`src/rtl/freq_stat_ctrl.sv`:
```
// Sequencer for the four-bank symbol-frequency RAM: clean, statistics gating, merged readout.
// Define FREQ_TOTAL_EN to add total_freq, the running sum of all transferred counts.
module freq_stat_ctrl (
    input  logic        clk,
    input  logic        rst,
    input  logic        blk_start,
    input  logic        blk_end,
    output logic        stat_ready,
    output logic        ram_clean,
    input  logic        ram_busy,
    output logic        ram_stat_en,
    output logic        freq_oe,
    output logic [7:0]  freq_addr_a,
    output logic [7:0]  freq_addr_b,
    input  logic [17:0] freq_value1a,
    input  logic [17:0] freq_value2a,
    input  logic [17:0] freq_value3a,
    input  logic [17:0] freq_value4a,
    input  logic [17:0] freq_value1b,
    input  logic [17:0] freq_value2b,
    input  logic [17:0] freq_value3b,
    input  logic [17:0] freq_value4b,
    input  logic        freq_valid,
    output logic [7:0]  sym_idx,
    output logic [19:0] sym_freq0,
    output logic [19:0] sym_freq1,
    output logic        sym_valid,
    input  logic        sym_ready,
    output logic        done,
    output logic        ctrl_busy
`ifdef FREQ_TOTAL_EN
  , output logic [27:0] total_freq
`endif
);

    typedef enum logic [2:0] {
        S_IDLE, S_CLEAN, S_CLR_WAIT, S_STAT, S_DRAIN, S_READ, S_FLUSH, S_DONE
    } state_t;

    function automatic logic [19:0] merge4(input logic [17:0] a, input logic [17:0] b,
                                           input logic [17:0] c, input logic [17:0] d);
        return {2'b00, a} + {2'b00, b} + {2'b00, c} + {2'b00, d};
    endfunction

    state_t      r_state;
    logic        r_clean;
    logic        r_stat_en;
    logic        r_stat_ready;
    logic        r_done;
    logic        r_busy;
    logic        r_busy_seen;
    logic        r_guard;
    logic        r_drain_cnt;
    logic [6:0]  r_rd_cnt;

    logic        r_vld_p1;
    logic [6:0]  r_idx_p1;

    logic [6:0]  r_fifo_idx [2];
    logic [19:0] r_fifo_f0  [2];
    logic [19:0] r_fifo_f1  [2];
    logic        r_wr_ptr;
    logic        r_rd_ptr;
    logic [1:0]  r_fifo_cnt;

    logic        w_pop;
    logic        w_push;
    logic [2:0]  w_occ;
    logic        w_issue;

    // Occupancy counts the FIFO after this cycle's pop plus the read whose data arrives now.
    assign w_pop   = sym_valid & sym_ready;
    assign w_push  = freq_valid & r_vld_p1;
    assign w_occ   = {1'b0, r_fifo_cnt} + {2'b00, r_vld_p1} - {2'b00, w_pop};
    assign w_issue = (r_state == S_READ) && (w_occ < 3'd2);

    assign freq_oe     = w_issue;
    assign freq_addr_a = w_issue ? {r_rd_cnt, 1'b0} : 8'd0;
    assign freq_addr_b = w_issue ? {r_rd_cnt, 1'b1} : 8'd0;

    assign ram_clean   = r_clean;
    assign ram_stat_en = r_stat_en;
    assign stat_ready  = r_stat_ready;
    assign done        = r_done;
    assign ctrl_busy   = r_busy;

    assign sym_valid = (r_fifo_cnt != 2'd0);
    assign sym_idx   = sym_valid ? {r_fifo_idx[r_rd_ptr], 1'b0} : 8'd0;
    assign sym_freq0 = sym_valid ? r_fifo_f0[r_rd_ptr] : 20'd0;
    assign sym_freq1 = sym_valid ? r_fifo_f1[r_rd_ptr] : 20'd0;

    always_ff @(posedge clk) begin
        if (rst) begin
            r_state      <= S_IDLE;
            r_clean      <= 1'b0;
            r_stat_en    <= 1'b0;
            r_stat_ready <= 1'b0;
            r_done       <= 1'b0;
            r_busy       <= 1'b0;
            r_busy_seen  <= 1'b0;
            r_guard      <= 1'b0;
            r_drain_cnt  <= 1'b0;
            r_rd_cnt     <= 7'd0;
        end else begin
            r_clean <= 1'b0;
            r_done  <= 1'b0;
            case (r_state)
                S_IDLE: begin
                    if (blk_start) begin
                        r_state <= S_CLEAN;
                        r_clean <= 1'b1;
                        r_busy  <= 1'b1;
                    end
                end
                S_CLEAN: begin
                    r_state     <= S_CLR_WAIT;
                    r_busy_seen <= 1'b0;
                    r_guard     <= 1'b0;
                end
                // The guard cycle lets the RAM's last clearing write land after busy falls.
                S_CLR_WAIT: begin
                    if (r_guard) begin
                        r_state      <= S_STAT;
                        r_stat_en    <= 1'b1;
                        r_stat_ready <= 1'b1;
                    end else if (r_busy_seen && !ram_busy) begin
                        r_guard <= 1'b1;
                    end else if (ram_busy) begin
                        r_busy_seen <= 1'b1;
                    end
                end
                S_STAT: begin
                    if (blk_end) begin
                        r_state      <= S_DRAIN;
                        r_stat_ready <= 1'b0;
                        r_drain_cnt  <= 1'b0;
                    end
                end
                S_DRAIN: begin
                    if (r_drain_cnt) begin
                        r_state   <= S_READ;
                        r_stat_en <= 1'b0;
                        r_rd_cnt  <= 7'd0;
                    end else begin
                        r_drain_cnt <= 1'b1;
                    end
                end
                S_READ: begin
                    if (w_issue) begin
                        r_rd_cnt <= r_rd_cnt + 7'd1;
                        if (r_rd_cnt == 7'd127) r_state <= S_FLUSH;
                    end
                end
                S_FLUSH: begin
                    if (r_fifo_cnt == 2'd0 && !r_vld_p1) begin
                        r_state <= S_DONE;
                        r_done  <= 1'b1;
                    end
                end
                S_DONE: begin
                    r_state <= S_IDLE;
                    r_busy  <= 1'b0;
                end
                default: r_state <= S_IDLE;
            endcase
        end
    end

    // Stage p1: read in flight, RAM data returns this cycle.
    always_ff @(posedge clk) begin
        if (rst) begin
            r_vld_p1   <= 1'b0;
            r_wr_ptr   <= 1'b0;
            r_rd_ptr   <= 1'b0;
            r_fifo_cnt <= 2'd0;
        end else begin
            r_vld_p1   <= w_issue;
            r_fifo_cnt <= r_fifo_cnt + {1'b0, w_push} - {1'b0, w_pop};
            if (w_push) r_wr_ptr <= ~r_wr_ptr;
            if (w_pop)  r_rd_ptr <= ~r_rd_ptr;
        end
    end

    // Stage p2: merged beat enters the output FIFO.
    always_ff @(posedge clk) begin
        if (w_issue) r_idx_p1 <= r_rd_cnt;
        if (w_push) begin
            r_fifo_idx[r_wr_ptr] <= r_idx_p1;
            r_fifo_f0[r_wr_ptr]  <= merge4(freq_value1a, freq_value2a, freq_value3a, freq_value4a);
            r_fifo_f1[r_wr_ptr]  <= merge4(freq_value1b, freq_value2b, freq_value3b, freq_value4b);
        end
    end

`ifdef FREQ_TOTAL_EN
    logic [27:0] r_total;

    always_ff @(posedge clk) begin
        if (rst) begin
            r_total <= 28'd0;
        end else if (r_state == S_IDLE && blk_start) begin
            r_total <= 28'd0;
        end else if (w_pop) begin
            r_total <= r_total + {8'd0, sym_freq0} + {8'd0, sym_freq1};
        end
    end

    assign total_freq = r_total;
`endif

endmodule

```
`config.mk`:
```
export PLATFORM = sky130hd
export DESIGN_NAME = freq_stat_ctrl
export DESIGN_NICKNAME = d
export VERILOG_FILES = /design/src/rtl/freq_stat_ctrl.sv
export SDC_FILE = /design/constraint.sdc
export NUM_CORES = 1
export LEC_CHECK = 0
export CAP_MARGIN = 20
export CORE_MARGIN = 4
export CORE_UTILIZATION = 25
export CTS_CLUSTER_SIZE = 8
export DETAILED_ROUTE_END_ITERATION = 10
export SYNTH_ARGS = -nofsm -noshare
export SYNTH_HDL_FRONTEND = slang
export SYNTH_SLANG_ARGS = --single-unit
```
`constraint.sdc`:
```
create_clock -name clk -period 11.1 [get_ports clk]
set_input_delay 2.22 -clock clk [delete_from_list [all_inputs] [get_ports clk]]
set_output_delay 2.22 -clock clk [all_outputs]
set_load 0.005 [all_outputs]
```
# After elaboration in Yosys (flattened, before gate mapping)

Memory sizes are Yosys's and may differ from the RTL's. A register that Yosys moved wholly into a read port is not among the register bits.
Index checks and enable logic that the tools add are counted.

Bits in registers: 30
Memory bits (writable): 94
Word-level logic and storage cells: 118
Memories: 3

Add/sub/neg operators: 11
Order comparisons: 1
Eq/ne operators: 18
Muxes and demuxes: 41
Bitwise operators: 6
Reduce and logical (&&, ||, !) cells: 23

Memory list:

| name       | depth | bits a word | read ports | clocked after memory_dff | wr ports | RTL line | text |
|---|---|---|---|---|---|---|---|
| r_fifo_f0  | 2     | 20          | 1          | 1                        | 1        | 60       | `logic [19:0] r_fifo_f0 [2];` |
| r_fifo_f1  | 2     | 20          | 1          | 1                        | 1        | 61       | `logic [19:0] r_fifo_f1 [2];` |
| r_fifo_idx | 2     | 7           | 1          | 1                        | 1        | 59       | `logic [6:0] r_fifo_idx [2];` |

Operators by type and width:

| cell                  | number |
|---|---|
| $add A19 B18 Y20      | 2 |
| $add A20 B18 Y20      | 2 |
| $mux W20              | 2 |
| $add A18 B18 Y19      | 2 |
| $mux W8               | 3 |
| $pmux W3 S8           | 1 |
| $mux W3               | 7 |
| $mux W1               | 19 |
| $ne A2 B2 Y1 const B  | 9 |
| $mux W7               | 2 |
| $pmux W7 S2           | 1 |
| $reduce_bool A2 Y1    | 7 |
| $eq A3 B3 Y1 const B  | 4 |
| $pmux W1 S2           | 6 |
| $reduce_and A3 Y1     | 3 |
| $add A7 B1 Y7 const B | 1 |
| $eq A7 B7 Y1 const B  | 1 |
| $reduce_and A7 Y1     | 1 |
| $eq A3 B2 Y1 const B  | 2 |
| $not A1 Y1            | 4 |
| $reduce_and A2 Y1     | 2 |
| $reduce_and A4 Y1     | 1 |
| $reduce_or A2 Y1      | 2 |
| $add A2 B1 Y3         | 1 |
| 11 further kinds      | 15 |

# Logic depth before layout (Yosys ltp)

Depth after elaboration: 7
Mapped depth: 13
Depth with buffers taken out: 13

# Least setup slack after synthesis

OpenSTA, ideal clock, no wires.

Kind: input to output
Start point: input sym_ready
End point: output freq_addr_b[1]
Data arrival time: 4.324 ns
Required time: 8.880 ns
Setup slack: 4.556 ns
Stages: 10
Buffers on the path: 2
Path through: and2_1 ha_1 nor2b_1 fa_1 nor2_2 nand2b_4 inv_6 clkbuf_1 and2_1 buf_4

Longest elaborated chain between the ends: 5

Ends and longest elaborated chain:

| item                | RTL line | text |
|---|---|---|
| start: declaration  | 28       | `input logic sym_ready,` |
| $and A1 B1 Y1       | 72       | `assign w_pop = sym_valid & sym_ready;` |
| $sub A3 B1 Y3       | 74       | `assign w_occ = {1'b0, r_fifo_cnt} + {2'b00, r_vld_p1} - {2'b00, w_pop};` |
| $lt A3 B2 Y1        | 75       | `assign w_issue = (r_state == S_READ) && (w_occ < 3'd2);` |
| $logic_and A1 B1 Y1 | 75       |  |
| via freq_oe         | 12       | `output logic freq_oe,` |
| $mux W8             | 79       | `assign freq_addr_b = w_issue ? {r_rd_cnt, 1'b1} : 8'd0;` |
| end: declaration    | 14       | `output logic [7:0] freq_addr_b,` |

The timed path passes the listed nets, and every way through them passes these cells.

# Final worst setup path

Start point: input sym_ready
End point: output freq_addr_a[3]

Longest elaborated chain between the ends: 5

Ends and longest elaborated chain:

| item                | RTL line | text |
|---|---|---|
| $and A1 B1 Y1       | 72       |  |
| via w_pop           | 66       | `logic w_pop;` |
| $sub A3 B1 Y3       | 74       |  |
| $lt A3 B2 Y1        | 75       |  |
| $logic_and A1 B1 Y1 | 75       |  |
| $mux W8             | 78       | `assign freq_addr_a = w_issue ? {r_rd_cnt, 1'b0} : 8'd0;` |
| end: declaration    | 13       | `output logic [7:0] freq_addr_a,` |

The timed path passes the listed nets, and every way through them passes these cells.

==> metrics.yaml <==
synthMuxAreaShare_pct: 5.576
tightestPinTransition_ns: 0.9077
rows: 68
rrSetupSlack_ns: 8.15
async_flop_share_pct: 0
fillers: 3460
r2r_cells: 12
vias: 6388
period_share_pct: 63.98
htreeDepth: 4
worstHoldPathCells: 0
drc: 0
setup_viol: 0
synth-main-ff-cell: "edfxtp_1"
wl_per_cell_um: 13.61
seq_area_frac_synth_pct: 39.84
first_pass_iters: 5
start_util_pct: 25.47
combPwrFrac_pct: 37.2
synth-edff-count: 101
synth_top_family_by_area: "adder cells"
crit_fanout: 24
grt_pass1_vias: 6903
hpwl_um: 15900
crit_start: "sym_ready"
cts_root_buf: "clkbuf_16"
p_int_uw: 1280
mostFrequentLayoutCell: "clkdlybuf4s50_1"
syn-cell-area_sq_um: 8818
die_area_sq_um: 38340
skew_ns: 0.007797
vdd_drop_max_uv: 103.2
r2r-start: "r_fifo_cnt[1]$_SDFF_PP0_"
crit_arrival_ns: 4.88
slew_viol_final: 0
grt_pass1_wl_um: 34470
drt-total-wl_um: 20760
hp-start: "r_idx_p1[6]$_DFFE_PN_"
hold_violations: 0
die_y_um: 195.8
cts_tree: "built"
synth-compound-area-share_pct: 9.222
track_usage_pct: 11.20
post_cts_buffers: 0
synth_cells: 843
hp-class: "reg2reg"
p_leak_uw: 0.004960
r2r-end: "r_rd_cnt[6]$_SDFFE_PP0P_"
cp-start-kind: "input port"
synth_seq_cells: 125
p_clk_share_pct: 31.2
layout.nets: 1323
final_cell_mix: "clkdlybuf4s50_1 (219), inv_1 (187), edfxtp_1 (101), nor2_1 (81), fa_1 (73)"
synthAdderAreaFrac_pct: 22.53
pwr-share-seq_pct: 31.6
final_area_sq_um: 12090
period_minus_slack_ns: 7.102
overflow: 0
status: "complete, no violations"
post_synth.cell_area_avg_sq_um: 10.46
rsz0062_at_grt: "no"
cts_resized: 0
clock.fmax_ghz: 0.1408
relSlewSlack_pct: 39.49
required_ns: 8.88
cts.sinks: 125
antenna_cells: 0
synth_xor_area_share_pct: 3.377
dpl-instance-area_sq_um: 11470
p_per_area_nw_per_um2: 154.7
cts_buffers: 17
switchingPower_uw: 591.3
yosys_warnings: 0
die_w_um: 195.8
min_to: "r_fifo_idx[1][6]$_DFFE_PP_"
setup_tns_ns: 0
synth.distinct_cells: 60
synthSimpleGateAreaFrac_pct: 9.591
drv_cap: 0
clkLatencyLatePin_ns: 0.42
coreArea_sq_um: 34630
numPortBuffers: 219
antenna_left: 0
via_per_inst: 4.189
drive_above_1_share_pct: 4.579
io_pins: 222
switching_share_pct: 31.60
clk_pin_slew_ns: 0.05
clockBufferDepth: 2
worst-setup-path-type: "in2out"
grt_antenna_before_repair: 0
cts_hold_buf: 0
gp_congestion: 0.7844
grt_max_degree: 48
area_growth_pct: 37.15
dr.first_iter.drc_count: 278
crit_path_end_kind: "primary output"
-- logic make-up (layout without fill, tap and decap cells) --
family,count (synthesis),in the layout
compound gates,129,129
xor+xnor,34,34
fa+ha+maj,115,115
buf+inv,216,442
flops,125,125
mux,49,49
other cells,1,2
simple gates,174,174
-- worst max path at each step --
stage                endpoint  depth (start not counted)
2_1_floorplan  freq_addr_b[1]                         10
3_3_place_gp   freq_addr_a[2]                         10
3_5_place_dp   freq_addr_a[3]                         10
4_1_cts        freq_addr_a[3]                         10
5_1_grt        freq_addr_b[1]                         10
6_report       freq_addr_a[3]                         10
-- synth_stat cells, drive strengths merged, types with 4 or more instances --
| cell type | n | area (sq um) |
|---|---|---|
| inv | 188 | 710.7 |
| edfxtp | 101 | 3033 |
| nor2 | 85 | 324.1 |
| fa | 73 | 1461 |
| mux2i | 48 | 480.5 |
| a21oi | 44 | 220.2 |
| ha | 42 | 525.5 |
| dfxtp | 24 | 480.5 |
| nand2 | 24 | 92.59 |
| o21ai | 24 | 120.1 |
| xnor2 | 21 | 183.9 |
| a21o | 15 | 112.6 |
| buf | 15 | 106.4 |
| clkbuf | 13 | 48.80 |
| xor2 | 13 | 113.9 |
| and2 | 9 | 56.30 |
| nand2b | 9 | 63.81 |
| nor3 | 9 | 56.31 |
| nor2b | 8 | 50.05 |
| a31oi | 7 | 43.79 |
| and3 | 6 | 37.54 |
| a211oi | 5 | 37.54 |
| o21a | 5 | 37.54 |
| or2 | 5 | 33.78 |
| nand3 | 4 | 20.02 |
| nand4 | 4 | 25.02 |
| o21bai | 4 | 30.03 |
-- worst max-delay path, cell delays in order --
cell and delay [ns]:
clkdlybuf4s50_1 0.44, and2_1 0.19, ha_1 0.25, nor2b_1 0.14, fa_1 0.45, nor2_2 0.20
nand2b_4 0.11, inv_6 0.18, and2_1 0.18, clkdlybuf4s50_1 0.51
-- through the flow --
stage / total power, uW / instances / hold WS [ns] / utilization [%] / setup WS (ns)
2_1_floorplan: 1082 / 844 / 0.4215 / - / 4.556
3_3_place_gp: 1290 / 1493 / 0.4246 / 33.13 / 4.064
3_5_place_dp: 1304 / 1493 / 0.4320 / 33.13 / 4.011
4_1_cts: 1899 / 1525 / 0.4450 / 34.93 / 3.973
5_1_grt: 2010 / 1525 / 0.4644 / 34.93 / 3.820
6_report: 1871 / 1525 / 0.4416 / 34.93 / 3.998
-- sequential cells by signal (all words and copies together), names as in the netlist, named ones only --
signal	count
done	1
r_fifo_idx	14
r_fifo_cnt	2
r_idx_p1	7
r_rd_cnt	7
stat_ready	1
r_fifo_f1	40
r_fifo_f0	40
r_busy_seen	1
r_drain_cnt	1
ctrl_busy	1
r_wr_ptr	1
r_rd_ptr	1
ram_clean	1
ram_stat_en	1
r_guard	1
r_state	3
r_vld_p1	1
-- power by group through the flow --
stage | registers (uW) | clock network [uW] | logic, uW
floorplan | 591 | 0 | 491
global placement | 601 | 0 | 689
detailed placement | 602 | 0 | 702
CTS | 592 | 600 | 708
global route | 592 | 625 | 793
finish | 591 | 585 | 696
-- layer usage --
layer / part of all wire (%) / global-route usage, % / up-vias
met1: 43 / 13.32 / 3031
met5: 0 / 0 / -
met4: 1.7 / 3.672 / 0
li1: - / - / 3180
met2: 50 / 19.77 / 154
met3: 5.0 / 2.851 / 23
-- layout make-up --
type	count	area [sq um]	area share, %
multi-input combinational	503	4459	36.87
sequential	125	3517	29.08
timing repair buffer	222	2215	18.31
inverter	188	710.7	5.876
tap	455	569.3	4.707
clock buffer	18	429.2	3.549
clock inverter	14	193.9	1.604
Note: power is estimated with default switching activity, not from simulation.
